File: config.mk
export PLATFORM = sky130hd
export DESIGN_NAME = game_flow_ctrl
export DESIGN_NICKNAME = d
export VERILOG_FILES = /design/src/rtl/game_flow_ctrl.sv
export SDC_FILE = /design/constraint.sdc
export NUM_CORES = 1
export LEC_CHECK = 0
export ABC_AREA = 0
export BUFFER_PORTS_ARGS = -buffer_cell sky130_fd_sc_hd__buf_2
export CAP_MARGIN = 10
export CORE_MARGIN = 5
export CORE_UTILIZATION = 37
export DETAILED_ROUTE_END_ITERATION = 16
export GPL_TIMING_DRIVEN = 0
export PLACE_DENSITY_LB_ADDON = 0.08
export SYNTH_ARGS = -nofsm -noshare
export SYNTH_HDL_FRONTEND = slang
export SYNTH_SLANG_ARGS = --single-unit
File: constraint.sdc
create_clock -name clk -period 1.9 [get_ports clk]
set_input_delay 0 -clock clk [delete_from_list [all_inputs] [get_ports clk]]
set_output_delay 0 -clock clk [all_outputs]
set_load 0.1 [all_outputs]
File: src/rtl/game_flow_ctrl.sv
// game_flow_ctrl: flow controller for the penalty game (SOLO/MULTI).
// It sequences START -> KEEPER/SHOOTER turns -> WINNER/LOSER, gates
// remote starts behind a link-sync window, counts turns, supervises the
// link and registers the sync byte for the UART TX path.
// Optional feature macro: LINK_WATCHDOG_EN. When it is defined, a lost
// link freezes play for up to LINK_TIMEOUT cycles before the match is
// aborted. When it is undefined, the first cycle without a link aborts.

package game_pkg;
  typedef enum logic [2:0] {
    START   = 3'd0,
    KEEPER  = 3'd1,
    SHOOTER = 3'd2,
    WINNER  = 3'd3,
    LOSER   = 3'd4
  } g_state;

  typedef enum logic {
    SOLO  = 1'b0,
    MULTI = 1'b1
  } g_mode;
endpackage

module game_flow_ctrl
  import game_pkg::*;
#(
  parameter int SYNC_CYCLES  = 20,
  parameter int TURN_W       = 4,
  parameter int LINK_TIMEOUT = 1024
) (
  input  logic              clk,
  input  logic              rst,
  input  logic              left_clicked,
  input  logic              right_clicked,
  input  logic              solo_enable,
  input  logic              connect_ok,
  input  logic              enemy_shooter,
  input  logic              game_starts,
  input  logic              end_gk,
  input  logic              end_sh,
  input  logic              match_end,
  input  logic              match_result,
  input  logic              back_to_start,
  output g_state            game_state,
  output g_mode             game_mode,
  output logic [7:0]        data_to_transmit,
  output logic [TURN_W-1:0] turn_cnt,
  output logic              link_lost
);

  localparam int                SYNC_W   = $clog2(SYNC_CYCLES + 1);
  localparam logic [SYNC_W-1:0] SYNC_MAX = SYNC_W'(SYNC_CYCLES);
  localparam logic [TURN_W-1:0] TURN_MAX = '1;

  g_state              state_q, state_d;
  g_mode               mode_q, mode_d;
  logic [7:0]          tx_q, tx_d;
  logic [TURN_W-1:0]   turn_q, turn_d;
  logic                lost_q, lost_d;
  logic [SYNC_W-1:0]   sync_q, sync_d;

  logic in_game_multi;
  logic link_down;
  logic abort;

  // A missing link only matters while a MULTI match is in progress.
  assign in_game_multi = (mode_q == MULTI) &&
                         ((state_q == KEEPER) || (state_q == SHOOTER) ||
                          (state_q == WINNER) || (state_q == LOSER));
  assign link_down     = in_game_multi && !connect_ok;

`ifdef LINK_WATCHDOG_EN
  localparam int              WD_W    = $clog2(LINK_TIMEOUT + 1);
  localparam logic [WD_W-1:0] WD_LAST = WD_W'(LINK_TIMEOUT - 1);

  logic [WD_W-1:0] wd_q, wd_d;

  // The abort fires on the LINK_TIMEOUT-th consecutive low cycle.
  assign abort = link_down && (wd_q == WD_LAST);
  assign wd_d  = (link_down && !abort) ? wd_q + WD_W'(1) : '0;

  // Watchdog counter of consecutive link-low cycles mid-game.
  always_ff @(posedge clk) begin
    if (!rst) wd_q <= '0;
    else      wd_q <= wd_d;
  end
`else
  localparam int link_timeout_unused = LINK_TIMEOUT;

  assign abort = link_down;
`endif

  // Next-state, turn counter, sync window and TX byte selection.
  always_comb begin
    state_d = state_q;
    mode_d  = mode_q;
    turn_d  = turn_q;
    lost_d  = 1'b0;
    sync_d  = '0;

    if (left_clicked)       tx_d = 8'hC8;
    else if (right_clicked) tx_d = 8'h28;
    else if (game_starts)   tx_d = 8'h48;
    else                    tx_d = 8'h08;

    if (abort) begin
      state_d = START;
      lost_d  = 1'b1;
    end else if (!link_down) begin
      // While the link is down (watchdog build only) play is frozen.
      case (state_q)
        START: begin
          mode_d = solo_enable ? SOLO : MULTI;
          if (mode_q == SOLO) begin
            if (left_clicked) state_d = KEEPER;
          end else begin
            if (connect_ok)
              sync_d = (sync_q == SYNC_MAX) ? sync_q : sync_q + SYNC_W'(1);
            if (game_starts && (sync_q == SYNC_MAX)) begin
              state_d = enemy_shooter ? SHOOTER : KEEPER;
              sync_d  = '0;
            end
          end
        end
        KEEPER: begin
          if (match_end) begin
            state_d = match_result ? WINNER : LOSER;
          end else if (end_gk) begin
            state_d = SHOOTER;
            if (turn_q != TURN_MAX) turn_d = turn_q + TURN_W'(1);
          end
        end
        SHOOTER: begin
          if (match_end)   state_d = match_result ? WINNER : LOSER;
          else if (end_sh) state_d = KEEPER;
        end
        WINNER, LOSER: begin
          if (right_clicked || (back_to_start && (mode_q == MULTI)))
            state_d = START;
        end
        default: state_d = START;
      endcase
    end

    if (state_d == START) turn_d = '0;
  end

  // State and output registers with synchronous active-low reset.
  always_ff @(posedge clk) begin
    if (!rst) begin
      state_q <= START;
      mode_q  <= MULTI;
      tx_q    <= 8'h08;
      turn_q  <= '0;
      lost_q  <= 1'b0;
      sync_q  <= '0;
    end else begin
      state_q <= state_d;
      mode_q  <= mode_d;
      tx_q    <= tx_d;
      turn_q  <= turn_d;
      lost_q  <= lost_d;
      sync_q  <= sync_d;
    end
  end

  assign game_state       = state_q;
  assign game_mode        = mode_q;
  assign data_to_transmit = tx_q;
  assign turn_cnt         = turn_q;
  assign link_lost        = lost_q;

endmodule
==> metrics.csv, run 1 <==
metric,value,unit
die-width,60.6,um
gp_congestion,0.731,
worst-setup-path-type,reg2reg,
tritoncts,built,
drv_cap,0,
drcViolationCount,0,
hp-class,in2reg,
finalHoldViolations,0,
dieArea,3670,um2
crit_buf_inv,2,
clock_latency,0.28,ns
dr.pass1.iters,4,
core_area,2450,um2
rsz0062_at_grt,no,
htree_levels,1,
yosys_warnings,0,
drive_gt1_share,34.8,%
fin_crit,1.79,ns
totalWireLength,2.03,mm
hpwlAfterDp,1.57,mm
cts_root_buf,clkbuf_4,
ys_types,35,
setup_viol,0,
vias,829,
p_int,508,uW
nets,158,
path_clk_slew,0.09,ns
grt_max_degree,10,
track_usage,12.3,%
most-common-layout-cells,"buf_2 (26), nor2_1 (10), dfxtp_1 (9)",
drt-wirelength-per-cell,11.9,um
p_total,778,uW
io_buffers,24,
viasPerCell,4.85,
p_comb_share,27.6,%
syn_area_per_cell,8.92,um2
clock_sinks,17,
path_cells,inv_1 -> ha_1 -> and4b_1 -> buf_6 -> a41oi_2 -> nor4_4 -> nor4_4 -> nor3_1,
ys_ff_latch,17,
grt_pass1_vias,849,
globalRouteOverflowTotal,0,
final_antenna_net_count,0,
p_switching,270,uW
area_growth,27.8,%
drtIter0Drc,13,
crit_top_cell,nor4_4,
synthesis.area,946,um2
num_rows,18,
cts-buffers-inserted,3,
startpoint_type,register,
max_freq,559,MHz
cp_slowest_stage_delay,0.35,ns
crit_family,simple AND/OR/NAND/NOR gates,
slew_viol_final,0,
multiInputGateArea,553,um2
cpMaxStageDelayCell,dfxtp_2,
io-pin-count,30,
die_y,60.6,um
worst_ep_arrival_time,1.96,ns
finalSetupTns,0,ns
seqCellArea,350,um2
clockBufferDepth,2,
synthCells,106,
cp_max_fo,7,
status,"complete, no violations",
finalCritPeriodShare,94.2,%
crit_required,2.07,ns
skew,0.00122,ns
grt_antenna_before_repair,0,
seq_area_frac_synth,36.0,%
p_clk_share,24.3,%
p_seq_share,48.1,%
start_util,38.5,%
synth.largest_area_cell,dfxtp_1,
crit_path_end_kind,register,
layout_commonest_cell,buf_2,
grt_pass1_wl,3.43,mm
powerDensity,644,nW/um2
synthTopCellsByArea,"dfxtp_1 (36%), buf_4 (4.8%), ha_1 (4.0%), nor2_1 (4.0%), nor2b_1 (4.0%)",
ir_drop,314,uV
yosysTopAreaCellShare,36.0,%
p_leak,0.544,nW
switching_share,34.7,%
antenna_cells,0,
fill_cells,262,
==> Yosys cell counts <==
| cell | n |
|---|---|
| dfxtp_1 | 17 |
| nor2_1 | 10 |
| buf_4 | 6 |
| nor2b_1 | 6 |
| nand4_1 | 5 |
| nor3_1 | 5 |
| inv_1 | 4 |
| nand2_1 | 4 |
| nand3_1 | 4 |
| xor2_1 | 4 |
| ha_1 | 3 |
| mux2i_1 | 3 |
| nand2b_1 | 3 |
| o21ai_0 | 3 |
| a21o_1 | 2 |
| and2_1 | 2 |
| buf_2 | 2 |
| conb_1 | 2 |
| nand4b_1 | 2 |
| nor4_2 | 2 |
| nor4bb_1 | 2 |
| xnor2_1 | 2 |
| a21oi_1 | 1 |
| a31oi_1 | 1 |
| a41oi_2 | 1 |
| and3b_1 | 1 |
| and4b_1 | 1 |
| buf_6 | 1 |
| nand3b_1 | 1 |
| nor3_2 | 1 |
| nor3b_2 | 1 |
| nor4b_1 | 1 |
| o211ai_1 | 1 |
| o21a_1 | 1 |
| o22ai_1 | 1 |
==> registers in the layout, summed over array words and instances (netlist names) <==
name              cells
turn_cnt              4
link_lost             1
game_mode             1
data_to_transmit      3
sync_q                5
game_state            3
==> cells by family (layout without fill, tap and decap cells) <==
family / Yosys count / in the layout / synth area share, %
fa+ha+maj: 3 / 3 / 3.97
other cells: 2 / 5 / 0.794
simple gates: 51 / 51 / 33.6
compound gates: 11 / 11 / 8.33
xor+xnor: 6 / 6 / 5.56
mux: 3 / 3 / 3.17
buf+inv: 13 / 45 / 8.60
flops: 17 / 17 / 36.0
==> metrics by stage <==
step | area (um2) | cells | worst slack, ns | hold WS [ns] | util, %
after floorplan | 965 | 109 | 0.0919 | 0.0619 | -
after global placement | 1120 | 163 | 0.00220 | 0.228 | 45.7
after detailed placement | 1120 | 163 | 0.0236 | 0.231 | 45.7
after CTS | 1190 | 171 | 0.00715 | 0.0980 | 48.4
after global routing | 1210 | 171 | 0.0114 | 0.114 | 49.2
final | 1210 | 171 | 0.110 | 0.114 | 49.2
==> repair_timing <==
action	4_1_cts	5_1_grt
hold buffers	4	0
pin swaps	1	1
endpoints found under the hold margin	4	0
gates resized for setup	0	4
setup endpoints to repair	1	4
buffers inserted	0	0
==> path summary, 6_finish.rpt <==
check / cells past startpoint / slack [ns] / from / endpoint
min reg2reg: 2 / 0.53 / sync_q[4] / sync_q[4]
max: 8 / 0.11 / sync_q[0] / turn_cnt[2]
min: 3 / 0.11 / connect_ok / link_lost
max reg2reg: 8 / 0.11 / sync_q[0] / turn_cnt[2]
==> power by group through the flow <==
stage	clock (mW)	combinational (mW)	sequential [mW]
global placement	0	0.200	0.382
CTS	0.201	0.210	0.374
detailed placement	0	0.202	0.382
global route	0.217	0.229	0.376
finish	0.189	0.215	0.374
floorplan	0	0.108	0.438
==> tightest hold or removal path, cell delays in order <==
cell	delay, ns
buf_2	0.09
nand2b_1	0.18
nor4bb_1	0.08
==> layer usage <==
layer / global-route usage [%] / share of wire [%] / vias to the layer above
met4: 2.79 / 0.64 / 0
met3: 3.83 / 6.1 / 2
met2: 22.6 / 48 / 21
li1: - / - / 431
met5: 0 / 0 / -
met1: 14.0 / 45 / 375
==> area by class of cell <==
class                   count  area share (%)
multi-input cells          79            45.8
flip-flops and latches     17            29.0
repair buffers             28            13.3
plain buffers               9            5.49
well taps                  30            3.11
clock buffers               4            2.17
inverters                   4            1.24
No activity file was read; power rests on OpenSTA's default activity.
==> inputs of run 2 (changes only) <==
- clock period: 1.9 -> 1.7 ns (I/O delays scaled with it)
==> metrics.csv, run 2 (synthesis gave the netlist of run 1 again) <==
metric,value,unit,change
path_depth,7,,-1
powerDensity,706,nW/um2,+9.6%
crit_top_cell,nand4_1,,
hpwlAfterDp,1.64,mm,+4.3%
grt_pass1_vias,901,,+6.1%
finalSetupTns,0,ns,unchanged
worst_ep_arrival_time,1.79,ns,-0.17 ns
drive_gt1_share,38.5,%,+3.7 points
num_rows,18,,unchanged
finalHoldViolations,0,,unchanged
antenna_cells,0,,unchanged
most-common-layout-cells,"buf_2 (26), nor2_1 (10), buf_4 (9), dfxtp_1 (9), nor2b_1 (6)",,
finish.utilization,50.4,%,+1.2 points
fin_crit,1.62,ns,-0.169 ns
vias,859,,+3.6%
hp-class,in2reg,,
drv_cap,0,,unchanged
nets,160,,+1.3%
worst-setup-path-type,reg2reg,,
clock_latency,0.29,ns,about the same
layout_commonest_cell,buf_2,,
cpMaxStageDelayCell,nor4_4,,
drtIter0Drc,7,,-6
startpoint,sync_q[0],,
status,"complete, no violations",,
endpoint,turn_cnt[3],,
die_y,60.6,um,unchanged
area_growth,30.8,%,
p_leak,0.552,nW,+1.6%
worstReg2RegStart,sync_q[0],,
crit_family,simple AND/OR/NAND/NOR gates,,
final_antenna_net_count,0,,unchanged
tritoncts,built,,
p_total,873,uW,+12%
reg2reg_depth,7,,-1
globalRouteOverflowTotal,0,,unchanged
gp_congestion,0.772,,+5.6%
clock_sinks,17,,unchanged
core_area,2450,um2,unchanged
die-width,60.6,um,unchanged
totalWireLength,2.16,mm,+6.1%
max_flop_register,sync_q,,
io_buffers,24,,unchanged
ir_drop,460,uV,+46%
viasPerCell,4.97,,+2.4%
htree_levels,1,,unchanged
setup_viol,0,,unchanged
rrSetupSlack,0.08,ns,-0.03 ns
instances_no_fill,173,,+1.2%
cp_slowest_stage_delay,0.39,ns,+0.04 ns
dpl.cell_count,163,,unchanged
grt_max_degree,10,,unchanged
cts_root_buf,clkbuf_4,,
grt_antenna_before_repair,0,,unchanged
path_clk_slew,0.10,ns,about the same
setup_ws,0.0789,ns,-0.0309 ns
drt-wirelength-per-cell,12.5,um,+4.8%
finalCritPeriodShare,95.4,%,+1.1 points
rsz0062_at_grt,yes,,
startpoint_type,register,,
track_usage,13.9,%,+1.5 points
reg2reg_to,turn_cnt[3],,
max_freq,617,MHz,+10%
skew,0.00777,ns,+0.00655 ns
path_cells,inv_2 -> ha_2 -> and4b_2 -> nand4_1 -> nand4_1 -> nor4_4 -> nor3_1,,
cp_max_fo,4,,-3
crit_required,1.87,ns,-0.20 ns
crit_buf_inv,1,,-1
clockBufferDepth,2,,unchanged
dr.pass1.iters,4,,unchanged
io-pin-count,30,,unchanged
cts-buffers-inserted,3,,unchanged
start_util,38.5,%,unchanged
drcViolationCount,0,,unchanged
dieArea,3670,um2,unchanged
largest_reg_flops,5,,unchanged
fill_cells,261,,-0.38%
slew_viol_final,0,,unchanged
grt_pass1_wl,3.85,mm,+12%
pre_cts_slack,-0.213,ns,-0.237 ns
crit_path_end_kind,register,,
==> run 2: cell count changes in the layout (fill, tap and decap cells not counted), sizes merged <==
cell	previous run	this run
buf	33	35
==> run 2: worst min path at each step <==
stage	from	endpoint	slack, ns	depth (start not counted)
floorplan	rst	game_mode	0.06	1
global placement	rst	game_mode	0.23	2
detailed placement	rst	game_mode	0.24	2
CTS	connect_ok	link_lost	0.06	3
global route	connect_ok	link_lost	0.07	3
finish	connect_ok	link_lost	0.07	3
==> run 2: cell type report <==
cell class	count	area [um2]	share of cell area, %
clock buffers	4	26.3	2.12
inverters	4	15.0	1.21
multi-input cells	79	563	45.5
repair buffers	31	183	14.8
flip-flops and latches	17	358	28.9
well taps	30	37.5	3.03
plain buffers	8	55.1	4.45
==> run 2: report_power, final <==
group          internal, mW  total (mW)  switching, mW  leakage, nW
logic                0.0696       0.245          0.176        0.395
clock network        0.0911       0.214          0.122       0.0150
registers             0.407       0.414        0.00751        0.142
total                 0.568       0.873          0.306        0.552
==> run 2: routing by layer <==
metal  share of wire [%]  global-route usage [%]
met4                 2.5                    8.98
met5                   0                       0
met3                 3.4                    1.70
met1                  42                    16.2
met2                  52                    23.8
==> run 2: stage by stage <==
stage | cell area, um2 | hold slack [ns]
after global placement | 1130 | 0.227
after global routing | 1240 | 0.0668
after CTS | 1230 | 0.0626
after floorplan | 972 | 0.0619
after detailed placement | 1130 | 0.236
final | 1240 | 0.0653
==> run 2: worst reg2reg max path: cells and delay by family (launching register included) <==
family	cells	cell delay (ns)
simple gates	5	0.97
flops	1	0.35
fa+ha+maj	1	0.15
buf+inv	1	0.04
==> run 2: what timing repair did <==
| item | CTS | global route |
|---|---|---|
| setup endpoints to repair | 4 | 5 |
| buffers inserted | 3 | 0 |
| gates resized for setup | 5 | 4 |
| hold buffers | 4 | 0 |
| gates cloned | 0 | 0 |
| endpoints found under the hold margin | 4 | 0 |
| pin swaps | 8 | 3 |
